$ cat src/rtl/adder_pkg.sv
// -----------------------------------------------------------------------------
// adder_pkg
// Shared definitions for the pipelined carry-lookahead adder/subtractor.
//   OP_ADD / OP_SUB : encodings of the in_sub mode bit
//   clog2           : ceiling log2 helper for width calculations
//   params_ok       : elaboration-time legality check of WIDTH/BLOCK/STAGES
// -----------------------------------------------------------------------------
package adder_pkg;

   localparam logic OP_ADD = 1'b0;
   localparam logic OP_SUB = 1'b1;

   function automatic int clog2(input int value);
      int result;
      int v;
      result = 0;
      v      = value - 1;
      for (int i = 0; i < 32; i++) begin
         if (v > 0) begin
            result++;
            v = v >> 1;
         end
      end
      return result;
   endfunction

   // WIDTH must split into whole groups, and the groups into whole stages.
   function automatic bit params_ok(input int width, input int block, input int stages);
      int groups;
      if (block < 1 || width < block || (width % block) != 0) return 1'b0;
      groups = width / block;
      return (stages >= 1) && (stages <= groups) && ((groups % stages) == 0);
   endfunction

endpackage

$ cat src/rtl/cla_group.sv
// -----------------------------------------------------------------------------
// cla_group
// Combinational BLOCK-bit lookahead group.
//   i_x, i_y : group operand slices (y already conditioned for subtract)
//   i_cin    : carry into the group's LSB
//   o_sum    : group sum slice
//   o_g      : group generate (carry out when i_cin = 0)
//   o_p      : group propagate (carry out follows i_cin)
// -----------------------------------------------------------------------------
module cla_group #(
   parameter int BLOCK = 8
) (
   input  logic [BLOCK-1:0] i_x,
   input  logic [BLOCK-1:0] i_y,
   input  logic             i_cin,
   output logic [BLOCK-1:0] o_sum,
   output logic             o_g,
   output logic             o_p
);

   logic [BLOCK-1:0] w_gen;
   logic [BLOCK-1:0] w_prop;

   assign w_gen  = i_x & i_y;
   assign w_prop = i_x ^ i_y;
   assign o_p    = &w_prop;

   always_comb begin
      logic carry;
      logic grp_g;
      o_sum = '0;
      carry = i_cin;
      grp_g = 1'b0;
      // NOTE: blocking assignments are correct here; carry and grp_g are
      // combinational temporaries updated bit by bit within one evaluation.
      for (int i = 0; i < BLOCK; i++) begin
         o_sum[i] = w_prop[i] ^ carry;
         carry    = w_gen[i] | (w_prop[i] & carry);
         grp_g    = w_gen[i] | (w_prop[i] & grp_g);
      end
      o_g = grp_g;
   end

endmodule

$ cat src/rtl/pipe_cla_adder.sv
// -----------------------------------------------------------------------------
// pipe_cla_adder
// Pipelined, parametrised carry-lookahead adder/subtractor with a global
// valid/ready advance. Stage k resolves groups k*GPS .. k*GPS+GPS-1 with
// two-level lookahead and hands its partial sum, the unconsumed operand bits
// and its carry-out to stage k+1.
//   clock, reset_n            : rising-edge clock, async active-low reset
//   in_valid/in_ready         : operand handshake (in_ready = advance)
//   in_x, in_y, in_cin, in_sub: operands; sub computes x + ~y + 1
//   out_valid/out_ready       : result handshake
//   out_sum, out_cout         : result mod 2^WIDTH, carry out of MSB
//   out_ovf, out_zero         : signed overflow, zero (only while valid)
// -----------------------------------------------------------------------------
module pipe_cla_adder
   import adder_pkg::*;
#(
   parameter int WIDTH  = 32,
   parameter int BLOCK  = 8,
   parameter int STAGES = 2
) (
   input  logic             clock,
   input  logic             reset_n,
   input  logic             in_valid,
   output logic             in_ready,
   input  logic [WIDTH-1:0] in_x,
   input  logic [WIDTH-1:0] in_y,
   input  logic             in_cin,
   input  logic             in_sub,
   output logic             out_valid,
   input  logic             out_ready,
   output logic [WIDTH-1:0] out_sum,
   output logic             out_cout,
   output logic             out_ovf,
   output logic             out_zero
);

   localparam int GROUPS = WIDTH / BLOCK;
   localparam int GPS    = GROUPS / STAGES;
   localparam int SB     = GPS * BLOCK;      // bits resolved per stage
   localparam int LAST   = STAGES - 1;

   if (!params_ok(WIDTH, BLOCK, STAGES)) begin : g_param_err
      $error("pipe_cla_adder: illegal WIDTH/BLOCK/STAGES combination");
   end

   // Carry into each group of a stage as a flat sum of products, so no group
   // waits on its neighbour's carry.
   function automatic logic [GPS:0] lookahead(input logic [GPS-1:0] g,
                                              input logic [GPS-1:0] p,
                                              input logic           cin);
      logic [GPS:0] c;
      logic         prod;
      c    = '0;
      c[0] = cin;
      for (int j = 1; j <= GPS; j++) begin
         prod = cin;
         for (int i = 0; i < j; i++) prod = prod & p[i];
         c[j] = prod;
         for (int i = 0; i < j; i++) begin
            prod = g[i];
            for (int m = i + 1; m < j; m++) prod = prod & p[m];
            c[j] = c[j] | prod;
         end
      end
      return c;
   endfunction

   // The whole pipeline moves together; a stalled output freezes every stage.
   logic w_adv;
   assign w_adv    = ~out_valid | out_ready;
   assign in_ready = w_adv;

   for (genvar k = 0; k < STAGES; k++) begin : g_stage
      localparam int XW = WIDTH - k * SB;    // operand bits still unconsumed

      logic [XW-1:0]         w_x;
      logic [XW-1:0]         w_y;
      logic                  w_cin;
      logic                  w_vin;
      logic [GPS-1:0]        w_g;
      logic [GPS-1:0]        w_p;
      logic [GPS:0]          w_c;
      logic [SB-1:0]         w_sum;
      logic [(k+1)*SB-1:0]   w_sum_all;
      logic                  r_valid;
      logic                  r_cout;
      logic [(k+1)*SB-1:0]   r_sum;

      if (k == 0) begin : g_src
         assign w_x       = in_x;
         assign w_y       = in_y ^ {WIDTH{in_sub}};
         assign w_cin     = (in_sub == OP_SUB) ? 1'b1 : in_cin;
         assign w_vin     = in_valid;
         assign w_sum_all = w_sum;
      end else begin : g_src
         assign w_x       = g_stage[k-1].g_fwd.r_x;
         assign w_y       = g_stage[k-1].g_fwd.r_y;
         assign w_cin     = g_stage[k-1].r_cout;
         assign w_vin     = g_stage[k-1].r_valid;
         assign w_sum_all = {w_sum, g_stage[k-1].r_sum};
      end

      for (genvar j = 0; j < GPS; j++) begin : g_grp
         cla_group #(.BLOCK(BLOCK)) u_grp (
            .i_x   (w_x[j*BLOCK +: BLOCK]),
            .i_y   (w_y[j*BLOCK +: BLOCK]),
            .i_cin (w_c[j]),
            .o_sum (w_sum[j*BLOCK +: BLOCK]),
            .o_g   (w_g[j]),
            .o_p   (w_p[j])
         );
      end

      assign w_c = lookahead(w_g, w_p, w_cin);

      always_ff @(posedge clock or negedge reset_n) begin
         // NOTE: data registers are reset along with the valid bits so the
         // outputs read a defined 0 rather than X while nothing is valid.
         if (!reset_n) begin
            r_valid <= 1'b0;
            r_cout  <= 1'b0;
            r_sum   <= '0;
         end else if (w_adv) begin
            r_valid <= w_vin;
            r_cout  <= w_c[GPS];
            r_sum   <= w_sum_all;
         end
      end

      if (k < LAST) begin : g_fwd
         logic [XW-SB-1:0] r_x;
         logic [XW-SB-1:0] r_y;
         always_ff @(posedge clock or negedge reset_n) begin
            if (!reset_n) begin
               r_x <= '0;
               r_y <= '0;
            end else if (w_adv) begin
               r_x <= w_x[XW-1:SB];
               r_y <= w_y[XW-1:SB];
            end
         end
      end else begin : g_last
         // Carry into the MSB recovered from the MSB sum bit and its operands.
         logic r_cmsb;
         always_ff @(posedge clock or negedge reset_n) begin
            if (!reset_n)   r_cmsb <= 1'b0;
            else if (w_adv) r_cmsb <= w_x[SB-1] ^ w_y[SB-1] ^ w_sum[SB-1];
         end
      end
   end

   assign out_valid = g_stage[LAST].r_valid;
   assign out_sum   = g_stage[LAST].r_sum;
   assign out_cout  = g_stage[LAST].r_cout;
   assign out_ovf   = g_stage[LAST].g_last.r_cmsb ^ g_stage[LAST].r_cout;
   assign out_zero  = g_stage[LAST].r_valid & ~|g_stage[LAST].r_sum;

endmodule

$ cat config.mk
export PLATFORM = sky130hd
export DESIGN_NAME = pipe_cla_adder
export DESIGN_NICKNAME = d
export VERILOG_FILES = /design/src/rtl/adder_pkg.sv /design/src/rtl/cla_group.sv /design/src/rtl/pipe_cla_adder.sv
export SDC_FILE = /design/constraint.sdc
export NUM_CORES = 1
export LEC_CHECK = 0
export ABC_AREA = 1
export CORE_UTILIZATION = 50
export DETAILED_ROUTE_END_ITERATION = 8
export PLACE_DENSITY = 0.86
export SLEW_MARGIN = 30
export SYNTH_ARGS = -nofsm -noshare
export SYNTH_HDL_FRONTEND = slang
export SYNTH_SLANG_ARGS = --single-unit
$ cat constraint.sdc
create_clock -name clock -period 6.05 [get_ports clock]
set_input_delay 1.21 -clock clock [delete_from_list [all_inputs] [get_ports clock]]
set_output_delay 1.21 -clock clock [all_outputs]
set_load 0.05 [all_outputs]
==> results.py <==
metrics = {
    "critical_path": {
        "cp.required_ps": 6260,
        "rr_worst_depth": 20,
        "timing.rr.end": "out_sum[31]$_DFFE_PN0P_",
        "worstSetupPathType": "primary input to register",
        "worstSetupEndpointType": "register",
        "start_kind": "primary input",
        "reg2reg_slack_ps": 1610,
        "crit_arrival_ps": 6020,
        "crit_fanout": 2,
        "r2r_start": "g_stage[0].g_fwd.r_x[3]$_DFFE_PN0P_",
    },
    "floorplanning": {
        "die_w_um": 102,
        "die_area_mm2": 0.0104,
        "start_util_pct": 51.4,
        "core-area_mm2": 0.00973,
        "ios": 107,
        "die_h_um": 102,
        "rows": 36,
    },
    "routing": {
        "vias": 3977,
        "wire_per_inst_um": 13.5,
        "vias_per_cell": 4.90,
        "drtIter0Drc": 138,
        "wl_met1_um": 4610,
        "drtPass1Iterations": 5,
        "route.met2.wl_um": 5550,
        "ant_nets": 0,
        "top_layer": "met4",
        "wl_met3_um": 389,
        "drc": 0,
        "routed_wl_um": 11000,
    },
    "logic_synthesis": {
        "synth_area_leaders": "dfrtp_1, nand2_1, fa_1, ha_1, xnor2_1",
        "yosysSeqAreaShare_pct": 42.5,
        "synth_nets": 701,
        "syn_area_per_cell_um2": 8.76,
        "synth_ff_type": "dfrtp_1",
        "syn-instance-count": 571,
        "synth_common_cells": "nand2_1, dfrtp_1, inv_1",
        "netlist_area_mm2": 0.00500,
        "synth_most_common_cell": "nand2_1",
        "synth_warnings": 0,
        "ys_ff_latch": 85,
        "synth_edf_count": 0,
        "yosysTopAreaCellShare_pct": 42.5,
        "yosysTopAreaCell": "dfrtp_1",
        "postSynth.asyncResetShare_pct": 100,
        "synth_cell_types": 24,
    },
    "sta": {
        "setup_viol": 0,
        "skew_ps": 8.48,
        "hold_violations": 0,
        "fin_crit_sh_pct": 96.0,
        "fin_ws_ps": 243,
        "post-route-min-period_ps": 5810,
        "worst_pin_slew_ps": 755,
        "fmax_ghz": 0.172,
        "fin_worst_hold_slack_ps": 468,
        "slew_headroom_pct": 49.7,
        "final-max-slew-violation-count": 0,
    },
    "global_routing": {
        "grt_max_degree": 111,
        "antenna_found_initial": 0,
        "grt_pass1_vias": 4041,
        "track_usage_pct": 23.2,
        "gr-total-overflow": 0,
        "grt_pass1_wl_um": 18400,
    },
    "placement": {
        "place_ws_ps": -200,
        "globalplace.congestion": 0.922,
        "dpl_cell_area_mm2": 0.00619,
        "io_buffers": 106,
        "post-dp-hpwl_um": 8300,
        "dp_cells": 796,
    },
    "worst_hold_path": {
        "holdPathEnd": "out_valid$_DFFE_PN0P_",
        "min_from": "g_stage[0].r_valid$_DFFE_PN0P_",
        "whs_path_depth": 2,
        "hold_path_class": "register to register",
    },
    "clock_network": {
        "cts_buffers": 9,
        "clock-root-buffer": "clkbuf_8",
        "clock_latency_ps": 360,
        "cts_tree": "built",
        "post_cts_buffers": 0,
        "cts.sinks": 85,
        "clockBufferDepth": 2,
        "cts_max_level": 3,
        "clk_pin_slew_ps": 80,
    },
    "cells_and_area": {
        "final_layout_size_suffix_gt1_share_pct": 5.16,
        "n_antenna_cell": 0,
        "fin_area_mm2": 0.00639,
        "area_growth_pct": 27.7,
        "nets": 804,
        "nFillCells": 789,
        "fin_cells": 811,
    },
    "status": {
        "status": "completed",
    },
    "pwr": {
        "p_per_area_mw_per_mm2": 368,
        "power_leakage_nw": 3.13,
        "peakVddDrop_mv": 0.216,
    },
    "run": {
        "drv_cap": 0,
    },
}
## metrics by stage
stage          utilization [%]  setup TNS [ps]  power [mW]
2_1_floorplan                -               0        1.57
3_3_place_gp              63.6           -14.4        1.94
3_5_place_dp              63.6            -355        1.97
4_1_cts                   65.5               0        2.37
5_1_grt                   65.7           -8.96        2.52
6_report                  65.7               0        2.35
## per-layer routing
layer | GRT usage (%) | vias up
li1 | - | 1953
met1 | 28.7 | 1894
met2 | 39.4 | 101
met3 | 3.63 | 29
met4 | 11.9 | 0
met5 | 0 | -
## sequential cells by signal, indices dropped and copies added, names as in the netlist
| register | count |
|---|---|
| g_stage.g_fwd.r_x | 16 |
| g_stage.g_last.r_cmsb | 1 |
| g_stage.r_valid | 1 |
| g_stage.r_sum | 16 |
| g_stage.g_fwd.r_y | 16 |
| out_cout | 1 |
| out_sum | 32 |
| out_valid | 1 |
| g_stage.r_cout | 1 |
## report_power, final
group / internal [mW] / switching (mW) / total [mW]
Clock: 0.199 / 0.196 / 0.395
Sequential: 0.730 / 0.127 / 0.857
Combinational: 0.407 / 0.694 / 1.10
Total: 1.34 / 1.02 / 2.35
## timing repair
action	in CTS	in global routing
gates resized for setup	0	2
endpoints found under the setup margin	0	1
hold buffers	0	0
## critical path, cell delays in order
cell	delay, ps
clkdlybuf4s50_1	500
xnor2_2	120
inv_1	60
ha_1	290
nand2_1	80
inv_1	60
nand3_1	90
nand2_1	90
nand2_1	50
nand2_1	60
nand2_1	50
nand2_1	80
a21oi_1	90
fa_1	430
fa_1	450
fa_2	400
fa_1	430
fa_1	430
fa_1	420
fa_1	410
xor2_1	140
o21ai_1	70
## final cells by class
cell class / instances / area [um^2] / area share (%)
multi-input combinational: 397 / 2530 / 39.7
sequential: 85 / 2130 / 33.3
timing repair buffer: 114 / 1120 / 17.5
inverter: 67 / 251 / 3.94
tap: 133 / 166 / 2.60
clock buffer: 11 / 141 / 2.21
clock inverter: 4 / 48.8 / 0.764
## layout by cell type (no fill, tap or decap), drive strengths merged, types with 7 or more instances in the layout
cell           count
nand2            214
clkdlybuf4s50    104
dfrtp             85
inv               64
o21ai             44
ha                32
xnor2             32
fa                28
nor2              16
clkbuf            11
buf               10
a21oi              7
## worst max path at each step
stage | start | endpoint | slack, ps | cells past startpoint
floorplan | in_sub | g_stage[0].r_sum[15]$_DFFE_PN0P_ | 220 | 23
global placement | in_y[2] | g_stage[0].r_sum[15]$_DFFE_PN0P_ | -10 | 22
detailed placement | in_y[2] | g_stage[0].r_sum[15]$_DFFE_PN0P_ | -200 | 22
CTS | in_y[2] | g_stage[0].r_sum[15]$_DFFE_PN0P_ | 180 | 22
global route | in_y[2] | g_stage[0].r_sum[15]$_DFFE_PN0P_ | -9 | 22
finish | in_y[2] | g_stage[0].r_sum[15]$_DFFE_PN0P_ | 240 | 22
## cell families after synthesis
logic type	count (synthesis)	share of synthesized area [%]
and+or+nand+nor	248	19.4
buffers and inverters	89	7.20
DFF	85	42.5
adders and majority gates	60	19.2
AOI/OAI and AO/OA	52	5.25
xor gates and xnor gates	37	6.47
(Power assumes the default switching activity.)
